[config.mk]
export PLATFORM = sky130hd
export DESIGN_NAME = store_buffer_unit
export DESIGN_NICKNAME = d
export VERILOG_FILES = /design/src/rtl/store_buffer_unit.sv
export SDC_FILE = /design/constraint.sdc
export NUM_CORES = 1
export LEC_CHECK = 0
export ABC_AREA = 0
export CORE_MARGIN = 2
export CORE_UTILIZATION = 30
export DETAILED_ROUTE_END_ITERATION = 7
export PLACE_DENSITY = 0.51
export SYNTH_ARGS = -nofsm -noshare
export SYNTH_HDL_FRONTEND = slang
export SYNTH_SLANG_ARGS = --single-unit
[constraint.sdc]
create_clock -name clk -period 5.8 [get_ports clk]
set_input_delay 0.58 -clock clk [delete_from_list [all_inputs] [get_ports clk]]
set_output_delay 0.58 -clock clk [all_outputs]
set_load 0.02 [all_outputs]
[src/rtl/store_buffer_unit.sv]
// Store buffer: circular FIFO of committed stores, drained as byte-lane write beats.
// A store that crosses a word boundary is issued as two beats, or rejected if splitting is off.
module store_buffer_unit #(
  parameter int XLEN           = 32,
  parameter int DEPTH          = 4,
  parameter int MISALIGN_SPLIT = 1
) (
  input  logic                       clk,
  input  logic                       rst,
  input  logic                       req_valid,
  output logic                       req_ready,
  input  logic [2:0]                 req_func3,
  input  logic [XLEN-1:0]            req_addr,
  input  logic [XLEN-1:0]            req_data,
  output logic                       mem_valid,
  input  logic                       mem_ready,
  output logic [XLEN-1:0]            mem_addr,
  output logic [XLEN-1:0]            mem_wdata,
  output logic [XLEN/8-1:0]          mem_wmask,
  output logic                       req_err,
  output logic                       empty,
  output logic [$clog2(DEPTH):0]     count
);
  localparam int BYTES = XLEN / 8;
  localparam int OFS   = $clog2(BYTES);
  localparam int PW    = $clog2(DEPTH);
  localparam int CW    = PW + 1;
  localparam int MW    = 2 * BYTES;
  localparam int DW    = 2 * XLEN;

  typedef enum logic [1:0] {IDLE, BEAT0, BEAT1} state_t;

  state_t          state, state_nxt;
  logic [PW-1:0]   head, tail;
  logic [CW-1:0]   count_nxt;

  logic [XLEN-1:0] addr_q [DEPTH];
  logic [XLEN-1:0] data_q [DEPTH];
  logic [1:0]      fn_q   [DEPTH];

  // Request decode
  logic [OFS-1:0]  req_off;
  logic [3:0]      req_size;
  logic [4:0]      req_end;
  logic            illegal, accept, push, pop;

  assign req_off  = req_addr[OFS-1:0];
  assign req_size = 4'd1 << req_func3[1:0];
  assign req_end  = {1'b0, req_size} + 5'(req_off);
  assign illegal  = req_func3[2]
                  | ((XLEN == 32) && (req_func3[1:0] == 2'b11))
                  | ((MISALIGN_SPLIT == 0) && (req_end > 5'(BYTES)));

  // Ready depends on registered occupancy only, so a same-cycle drain never opens a slot.
  assign req_ready = (count != CW'(DEPTH));
  assign accept    = req_valid & req_ready;
  assign push      = accept & ~illegal;
  assign empty     = (count == '0);

  // Head-entry lane arithmetic; head is stable while a beat is stalled.
  logic [XLEN-1:0] h_addr, h_data, base_addr;
  logic [1:0]      h_fn;
  logic [OFS-1:0]  h_off;
  logic [3:0]      h_size;
  logic [MW-1:0]   mask_base, smask;
  logic [DW-1:0]   ext, sdata;
  logic            has_beat1, last_beat;

  assign h_addr    = addr_q[head];
  assign h_data    = data_q[head];
  assign h_fn      = fn_q[head];
  assign h_off     = h_addr[OFS-1:0];
  assign h_size    = 4'd1 << h_fn;
  assign mask_base = (MW'(1) << h_size) - MW'(1);
  assign smask     = mask_base << h_off;

  for (genvar i = 0; i < BYTES; i++) begin : g_lane
    assign ext[8*i +: 8] = mask_base[i] ? h_data[8*i +: 8] : 8'h00;
  end
  assign ext[DW-1:XLEN] = '0;

  assign sdata     = ext << {h_off, 3'b000};
  assign has_beat1 = |smask[MW-1:BYTES];
  assign base_addr = {h_addr[XLEN-1:OFS], {OFS{1'b0}}};

  assign mem_valid = (state != IDLE);
  assign mem_addr  = (state == BEAT1) ? base_addr + XLEN'(BYTES) : base_addr;
  assign mem_wdata = (state == BEAT1) ? sdata[DW-1:XLEN] : sdata[XLEN-1:0];
  assign mem_wmask = (state == BEAT1) ? smask[MW-1:BYTES] : smask[BYTES-1:0];

  assign last_beat = (state == BEAT1) | ((state == BEAT0) & ~has_beat1);
  assign pop       = mem_valid & mem_ready & last_beat;
  assign count_nxt = count + CW'(push) - CW'(pop);

  always_comb begin
    state_nxt = state;
    case (state)
      IDLE:  if (count != '0) state_nxt = BEAT0;
      BEAT0: if (mem_ready) begin
               if (has_beat1)             state_nxt = BEAT1;
               else if (count_nxt != '0)  state_nxt = BEAT0;
               else                       state_nxt = IDLE;
             end
      BEAT1: if (mem_ready) state_nxt = (count_nxt != '0) ? BEAT0 : IDLE;
      default: state_nxt = IDLE;
    endcase
  end

  always_ff @(posedge clk) begin
    if (!rst) begin
      state   <= IDLE;
      count   <= '0;
      head    <= '0;
      tail    <= '0;
      req_err <= 1'b0;
    end else begin
      state   <= state_nxt;
      count   <= count_nxt;
      req_err <= accept & illegal;
      if (push) tail <= tail + PW'(1);
      if (pop)  head <= head + PW'(1);
    end
  end

  always_ff @(posedge clk) begin
    if (push) begin
      addr_q[tail] <= req_addr;
      data_q[tail] <= req_data;
      fn_q[tail]   <= req_func3[1:0];
    end
  end
endmodule

==> results of run 1 <==
critical path, delay by kind of cell (launching register included):
kind / cells / cell delay, ns
multiplexers: 1 / 0.81
AND/OR/NAND/NOR: 2 / 1.08
buffers and inverters: 1 / 0.60
flip-flops: 1 / 0.82
AO/OA/AOI/OAI: 2 / 0.36
cell families after synthesis:
family                     count (synthesis)  synth area share
AOI/OAI and AO/OA                         99            0.0499
buffers and inverters                     43            0.0229
DFF                                      276             0.685
adders and majority gates                  8           0.00903
muxes                                     77             0.136
and+or+nand+nor                          166            0.0735
other                                      1          0.000315
xor gates and xnor gates                  32            0.0235
state kept, by name, indices dropped and copies added (netlist names), named ones only:
signal   cells
addr_q     128
count        3
head         2
data_q     128
tail         2
req_err      1
fn_q         8
state        2
power by group:
part           leakage (nW)  switching [mW]  internal, mW
logic                  1.83           0.556         0.465
clock network         0.480           0.770          1.11
registers              2.49          0.0497          2.26
cell type report:
class / count / area share
diodes: 2 / 0.000337
clock buffers: 33 / 0.0527
clock inverters: 23 / 0.0138
inverters: 7 / 0.00177
multi-input cells: 384 / 0.235
flip-flops and latches: 276 / 0.550
well taps: 525 / 0.0442
repair buffers: 153 / 0.101
synth_stat cells (3+ instances only):
| cell type | number |
|---|---|
| a21o_1 | 17 |
| a21oi_1 | 28 |
| a22o_1 | 8 |
| and2_1 | 7 |
| buf_1 | 3 |
| buf_2 | 9 |
| buf_4 | 5 |
| buf_6 | 5 |
| clkbuf_1 | 11 |
| dfxtp_1 | 12 |
| edfxtp_1 | 264 |
| ha_1 | 7 |
| inv_1 | 7 |
| mux2_2 | 9 |
| mux4_2 | 64 |
| nand2_1 | 90 |
| nand2b_1 | 4 |
| nand3_1 | 11 |
| nand4_1 | 8 |
| nor2_1 | 13 |
| nor2b_1 | 3 |
| nor3_1 | 3 |
| nor4_4 | 3 |
| o21ai_0 | 34 |
| o21ai_1 | 3 |
| or2_2 | 9 |
| xnor2_1 | 28 |
| xor2_1 | 4 |
per-stage QoR:
| step | total power, mW | instance area, um2 | setup slack (ns) | util |
|---|---|---|---|---|
| 2_1_floorplan | 2.97 | 11900 | 2.60 | - |
| 3_3_place_gp | 3.39 | 13900 | 1.52 | 0.351 |
| 3_5_place_dp | 3.38 | 13900 | 1.49 | 0.351 |
| 4_1_cts | 5.29 | 14800 | 0.881 | 0.376 |
| 5_1_grt | 5.43 | 14800 | 0.697 | 0.376 |
| 6_report | 5.21 | 14900 | 0.962 | 0.376 |
final timing paths:
check	endpoint	slack [ns]
worst max-delay path	mem_wdata[16]	0.96
worst min-delay path	flip-flop	0.47
worst max register to register	state[0]	1.69
worst min register to register	flip-flop	0.47
cells in the final DEF (no fill, tap or decap), types with 11 or more instances in the layout:
cell,instances
nor2_1,13
edfxtp_1,264
nand2_1,90
a21oi_1,28
clkbuf_16,31
o21ai_0,34
nand3_1,11
xnor2_1,28
clkdlybuf4s50_1,143
mux4_2,64
a21o_1,17
per-layer routing:
metal,wire length (um),vias up,share of wire
met5,36,-,0.0012
met4,671,8,0.023
met3,1870,52,0.065
met2,13600,191,0.47
met1,12600,3325,0.44
li1,-,3055,-
==> summary.txt, run 1 <==
Run
  • Max Cap Viol: 0

Global routing
  • Top Usage Layer GRT: met2
  • GRT met2 Usage: 0.227
  • Number of global-route vias before repair: 6878
  • First-pass GRT wire length: 43.0 mm
  • M1 GR Usage: 0.182
  • Met3 Track Usage GR: 0.0344
  • Gr usage total: 0.138
  • Initial antenna violation count: 6
  • Gr ovfl total: 0
  • Pin count of the biggest net entering global routing: 48

Worst setup path
  • CP peak stage delay: 0.82 ns
  • Maximum fanout along the worst path: 36
  • Slowest cell on crit path: dfxtp_4
  • Cell breakdown of the critical path: mux4_2 -> nand2_2 -> nor2_1 -> a22o_1 -> a21o_1 -> clkdlybuf4s50_1
  • CP Data Required Time: 5.22 ns
  • Setup CP Type: flip-flop to output pin
  • Arr. time, crit path: 4.26 ns
  • Startpoint Class: flip-flop
  • Crit end category: output pin
  • R2R depth: 14

CTS
  • # H-tree levels: 1
  • CTS tree: yes
  • Hold buffers post-CTS: 0
  • Clock-pin slew on the worst setup and hold paths: 0.06 ns
  • Clk_lat worst skew: 0.55 ns
  • Root Buffer: clkbuf_16
  • Max Buffers Root-to-Sink: 3
  • Post-cts resize count: 0
  • Sink Count: 276
  • Post CTS Setup Buffer Count: 0
  • CTS buffer count: 30

Timing
  • Post-route setup TNS: 0 ns
  • RSZ-0062 raised after global routing: no
  • Fin. max-slew vios: 0
  • Max Clk Rate: 207 MHz
  • Slew @ Worst Pin: 0.898 ns
  • Hold_ws: 0.474 ns
  • Slew Limit Headroom: 0.398
  • Tcrit/Tclk final: 0.834
  • Final min period: 4.84 ns
  • Final hold violations: 0
  • Skew final: 0.0149 ns
  • Count of final setup violators: 0

Place
  • Cells after DPL: 1345
  • RePlAce Congestion: 0.804
  • IO Port Bufs: 143
  • Dpl hpwl: 19.1 mm

Final layout
  • Area used by multi-input combinational logic: 3490 um2
  • Final std cells w/o fill: 1403
  • Layout filler cell count: 3711
  • Post-layout nets: 931
  • Share of cells above drive strength 1: 0.185
  • Area grow syn2layout: 24.6%
  • Register area: 8180 um2

Synthesis
  • Post-synth top area share: 0.665
  • Syn Inst Count: 702
  • Yosys reg bits: 276
  • Async S/R FF share, synth: 0
  • Synthesized area: 11900 um2
  • EDFF count, synth: 264
  • Register area share after synthesis: 0.685
  • Top area cells in the synthesized netlist: edfxtp_1, mux4_2, nand2_1, xnor2_1, dfxtp_1
  • Synth Warn #: 0
  • Distinct cells, synth: 53
  • Ys flop type: edfxtp_1
  • Mapped Avg Cell Area: 17.0 um2
  • Synth area leader: edfxtp_1

Floorplanning
  • Starting density of the core: 0.302
  • Die width: 203 um
  • Die height: 203 um
  • Row Count: 73
  • Num ports: 146
  • Die Area: 41300 um2
  • Core Area: 39500 um2

Routing
  • Vias/cell: 4.73
  • Initial DRC count: 363
  • Drt pass-1 iters: 5
  • DR WL/cell: 20.6 um
  • Via count: 6631
  • Routed WL: 28.8 mm
  • Antenna-violating nets left: 0
  • Drc violations: 0

Outcome
  • Outcome: complete, no violations

Hold path
  • HP Class: flip-flop to flip-flop
  • WHS Path Cells: 2
  • Hold_sp: head[1]

Pwr
  • Pwr dens: 351 nW/um2
  • Leak: 4.80 nW
  • Worst IR Drop VDD: 0.211 mV
No activity file was read; power rests on OpenSTA's default activity.
==> run 2: changes to the inputs <==
Settings changed: PLACE_DENSITY 0.51 to 0.53.
Clock period 5.8 ns to 3.9 ns, I/O delays scaled along.
==> summary.txt, run 2 (same netlist as run 1, synthesis figures left out) <==
Outcome
  • Outcome: complete, no violations (unchanged)

Routing
  • Routed WL: 28.2 mm (was 28.8 mm)
  • Vias/cell: 4.74 (was 4.73)
  • Initial DRC count: 506 (was 363)
  • Drt pass-1 iters: 5 (unchanged)
  • Drc violations: 0 (unchanged)
  • Via count: 6755 (was 6631)
  • Antenna-violating nets left: 0 (unchanged)
  • DR WL/cell: 19.8 um (was 20.6 um)

Final layout
  • Share of cells above drive strength 1: 0.200 (was 0.185)
  • Most frequent cells in the layout: edfxtp_1, clkdlybuf4s50_1, nand2_1, mux4_2, o21ai_0 (unchanged)
  • Top Registers: addr_q (128), data_q (128), fn_q (8) (unchanged)
  • Commonest non-fill, non-tap cell in the layout: edfxtp_1 (unchanged)
  • Area grow syn2layout: 26.5% (was 24.6%)
  • Final std cells w/o fill: 1425 (was 1403)
  • Post-layout nets: 952 (was 931)

Worst setup path
  • Startpoint Class: flip-flop (unchanged)
  • Crit end category: output pin (unchanged)
  • Register-to-register setup slack: 0.56 ns (was 1.69 ns)
  • Worst Path Buf+Inv: 2 (was 1)
  • CP peak stage delay: 0.62 ns (was 0.82 ns)
  • Cell breakdown of the critical path: mux4_2 -> buf_4 -> nand2_2 -> nor2_2 -> a22o_1 -> a21o_1 -> clkdlybuf4s50_1 (was mux4_2 -> nand2_2 -> nor2_1 -> a22o_1 -> a21o_1 -> clkdlybuf4s50_1)
  • Slowest cell on crit path: clkdlybuf4s50_1 (was dfxtp_4)
  • Setup CP Type: flip-flop to output pin (unchanged)
  • R2R depth: 15 (was 14)
  • Maximum fanout along the worst path: 34 (was 36)
  • Cell family with most CP delay: buffers and inverters (was simple AND/OR/NAND/NOR gates)
  • Critical path depth: 7 (was 6)
  • CP Data Required Time: 3.51 ns (was 5.22 ns)
  • Arr. time, crit path: 3.31 ns (was 4.26 ns)

CTS
  • Root Buffer: clkbuf_16 (unchanged)
  • Sink Count: 276 (unchanged)
  • CTS buffer count: 31 (was 30)
  • Clock-pin slew on the worst setup and hold paths: 0.06 ns (about the same)
  • Clk_lat worst skew: 0.55 ns (about the same)
  • # H-tree levels: 1 (unchanged)
  • Max Buffers Root-to-Sink: 3 (unchanged)
  • CTS tree: yes (unchanged)

Pwr
  • Sw power: 2.08 mW (was 1.38 mW)
  • Int Pwr: 5.75 mW (was 3.83 mW)
  • Worst IR Drop VDD: 0.335 mV (was 0.211 mV)
  • Pwr dens: 519 nW/um2 (was 351 nW/um2)
  • Leak: 4.93 nW (was 4.80 nW)
  • Reg power frac: 0.436 (was 0.443)
  • Clock share of power: 0.361 (about the same)
  • Combinational share of power: 0.203 (was 0.196)
  • Net Sw Frac: 0.265 (was 0.264)

Run
  • Max Cap Viol: 0 (unchanged)

Timing
  • Max Clk Rate: 270 MHz
  • Final hold violations: 0 (unchanged)
  • Fin. max-slew vios: 0 (unchanged)
  • Final min period: 3.70 ns
  • RSZ-0062 raised after global routing: no (unchanged)
  • Slew Limit Headroom: 0.632 (was 0.398)
  • Count of final setup violators: 0 (unchanged)
  • Post-route setup TNS: 0 ns (unchanged)
  • Skew final: 0.0173 ns (was 0.0149 ns)
  • Slew @ Worst Pin: 0.552 ns (was 0.898 ns)
  • Hold_ws: 0.412 ns (was 0.474 ns)
  • Tcrit/Tclk final: 0.948

Global routing
  • Number of global-route vias before repair: 6901 (was 6878)
  • Gr usage total: 0.137 (was 0.138)
  • First-pass GRT wire length: 42.9 mm (was 43.0 mm)
  • Pin count of the biggest net entering global routing: 38 (was 48)
  • Gr ovfl total: 0 (unchanged)
  • Initial antenna violation count: 5 (was 6)

Place
  • RePlAce Congestion: 0.779 (was 0.804)
  • IO Port Bufs: 143 (unchanged)
  • Dpl hpwl: 19.1 mm (about the same)
  • Cells after DPL: 1361 (was 1345)

Floorplanning
  • Die Area: 41300 um2 (unchanged)
  • Row Count: 73 (unchanged)
  • Num ports: 146 (unchanged)
  • Core Area: 39500 um2 (unchanged)
  • Starting density of the core: 0.302 (unchanged)
  • Die height: 203 um (unchanged)
  • Die width: 203 um (unchanged)

Hold path
  • Hold_sp: req_valid (was head[1])
  • HP Class: input port to flip-flop (was flip-flop to flip-flop)
  • WHS Path Cells: 3 (was 2)
[run 2: cell count changes in the layout (fill, tap and decap cells not counted), sizes merged]
cell	delta
diode	+1
buf	+20
clkinv	-1
clkinvlp	-3
clkbuf	+3
inv	+2
[run 2: worst paths after layout]
| path | to |
|---|---|
| hold / removal | req_err |
| hold reg to reg | flip-flop |
| setup reg to reg | state[0] |
| setup / recovery | mem_wdata[17] |
[run 2: per-layer routing]
layer / global-route usage / share of wire / wire (um)
met1: 0.191 / 0.44 / 12300
met2: 0.217 / 0.47 / 13200
met3: 0.0326 / 0.075 / 2110
met4: 0.0287 / 0.020 / 554
met5: 0 / 0.0016 / 44
[run 2: tightest hold or removal path: cells and delay by family]
family,cells,cell delay [ns]
buffers and inverters,1,0.42
and+or+nand+nor,2,0.11
[run 2: what timing repair did]
action	CTS	global route
cloned	0	0
gates resized for setup	2	1
setup endpoints to repair	13	8
pin swaps	0	1
setup buffers	4	0
hold buffers	0	0
[run 2: final cells by class]
| cell class | count | area, um2 |
|---|---|---|
| multi-input cells | 384 | 3500 |
| well taps | 525 | 657 |
| clock buffers | 36 | 795 |
| flip-flops and latches | 276 | 8180 |
| inverters | 7 | 26.3 |
| clock inverters | 21 | 195 |
| fillers | 3728 | 24400 |
| diodes | 3 | 7.51 |
| repair buffers | 173 | 1720 |
[run 2: power groups by stage]
| stage | combinational, mW | sequential (mW) | clock [mW] |
|---|---|---|---|
| finish | 1.59 | 3.41 | 2.82 |
| global route | 1.71 | 3.42 | 3.04 |
| CTS | 1.62 | 3.41 | 2.89 |
| detailed placement | 1.59 | 3.48 | 0 |
| global placement | 1.59 | 3.48 | 0 |
| floorplan | 0.942 | 3.47 | 0 |
[run 2: metrics by stage]
step                power, mW  area, um2  utilization  worst slack (ns)
floorplan                4.41      11900            -             0.697
global placement         5.07      14000        0.356             0.530
detailed placement       5.07      14000        0.356             0.526
CTS                      7.92      15100        0.382            0.0241
global route             8.17      15100        0.382           0.00360
finish                   7.82      15100        0.382             0.203
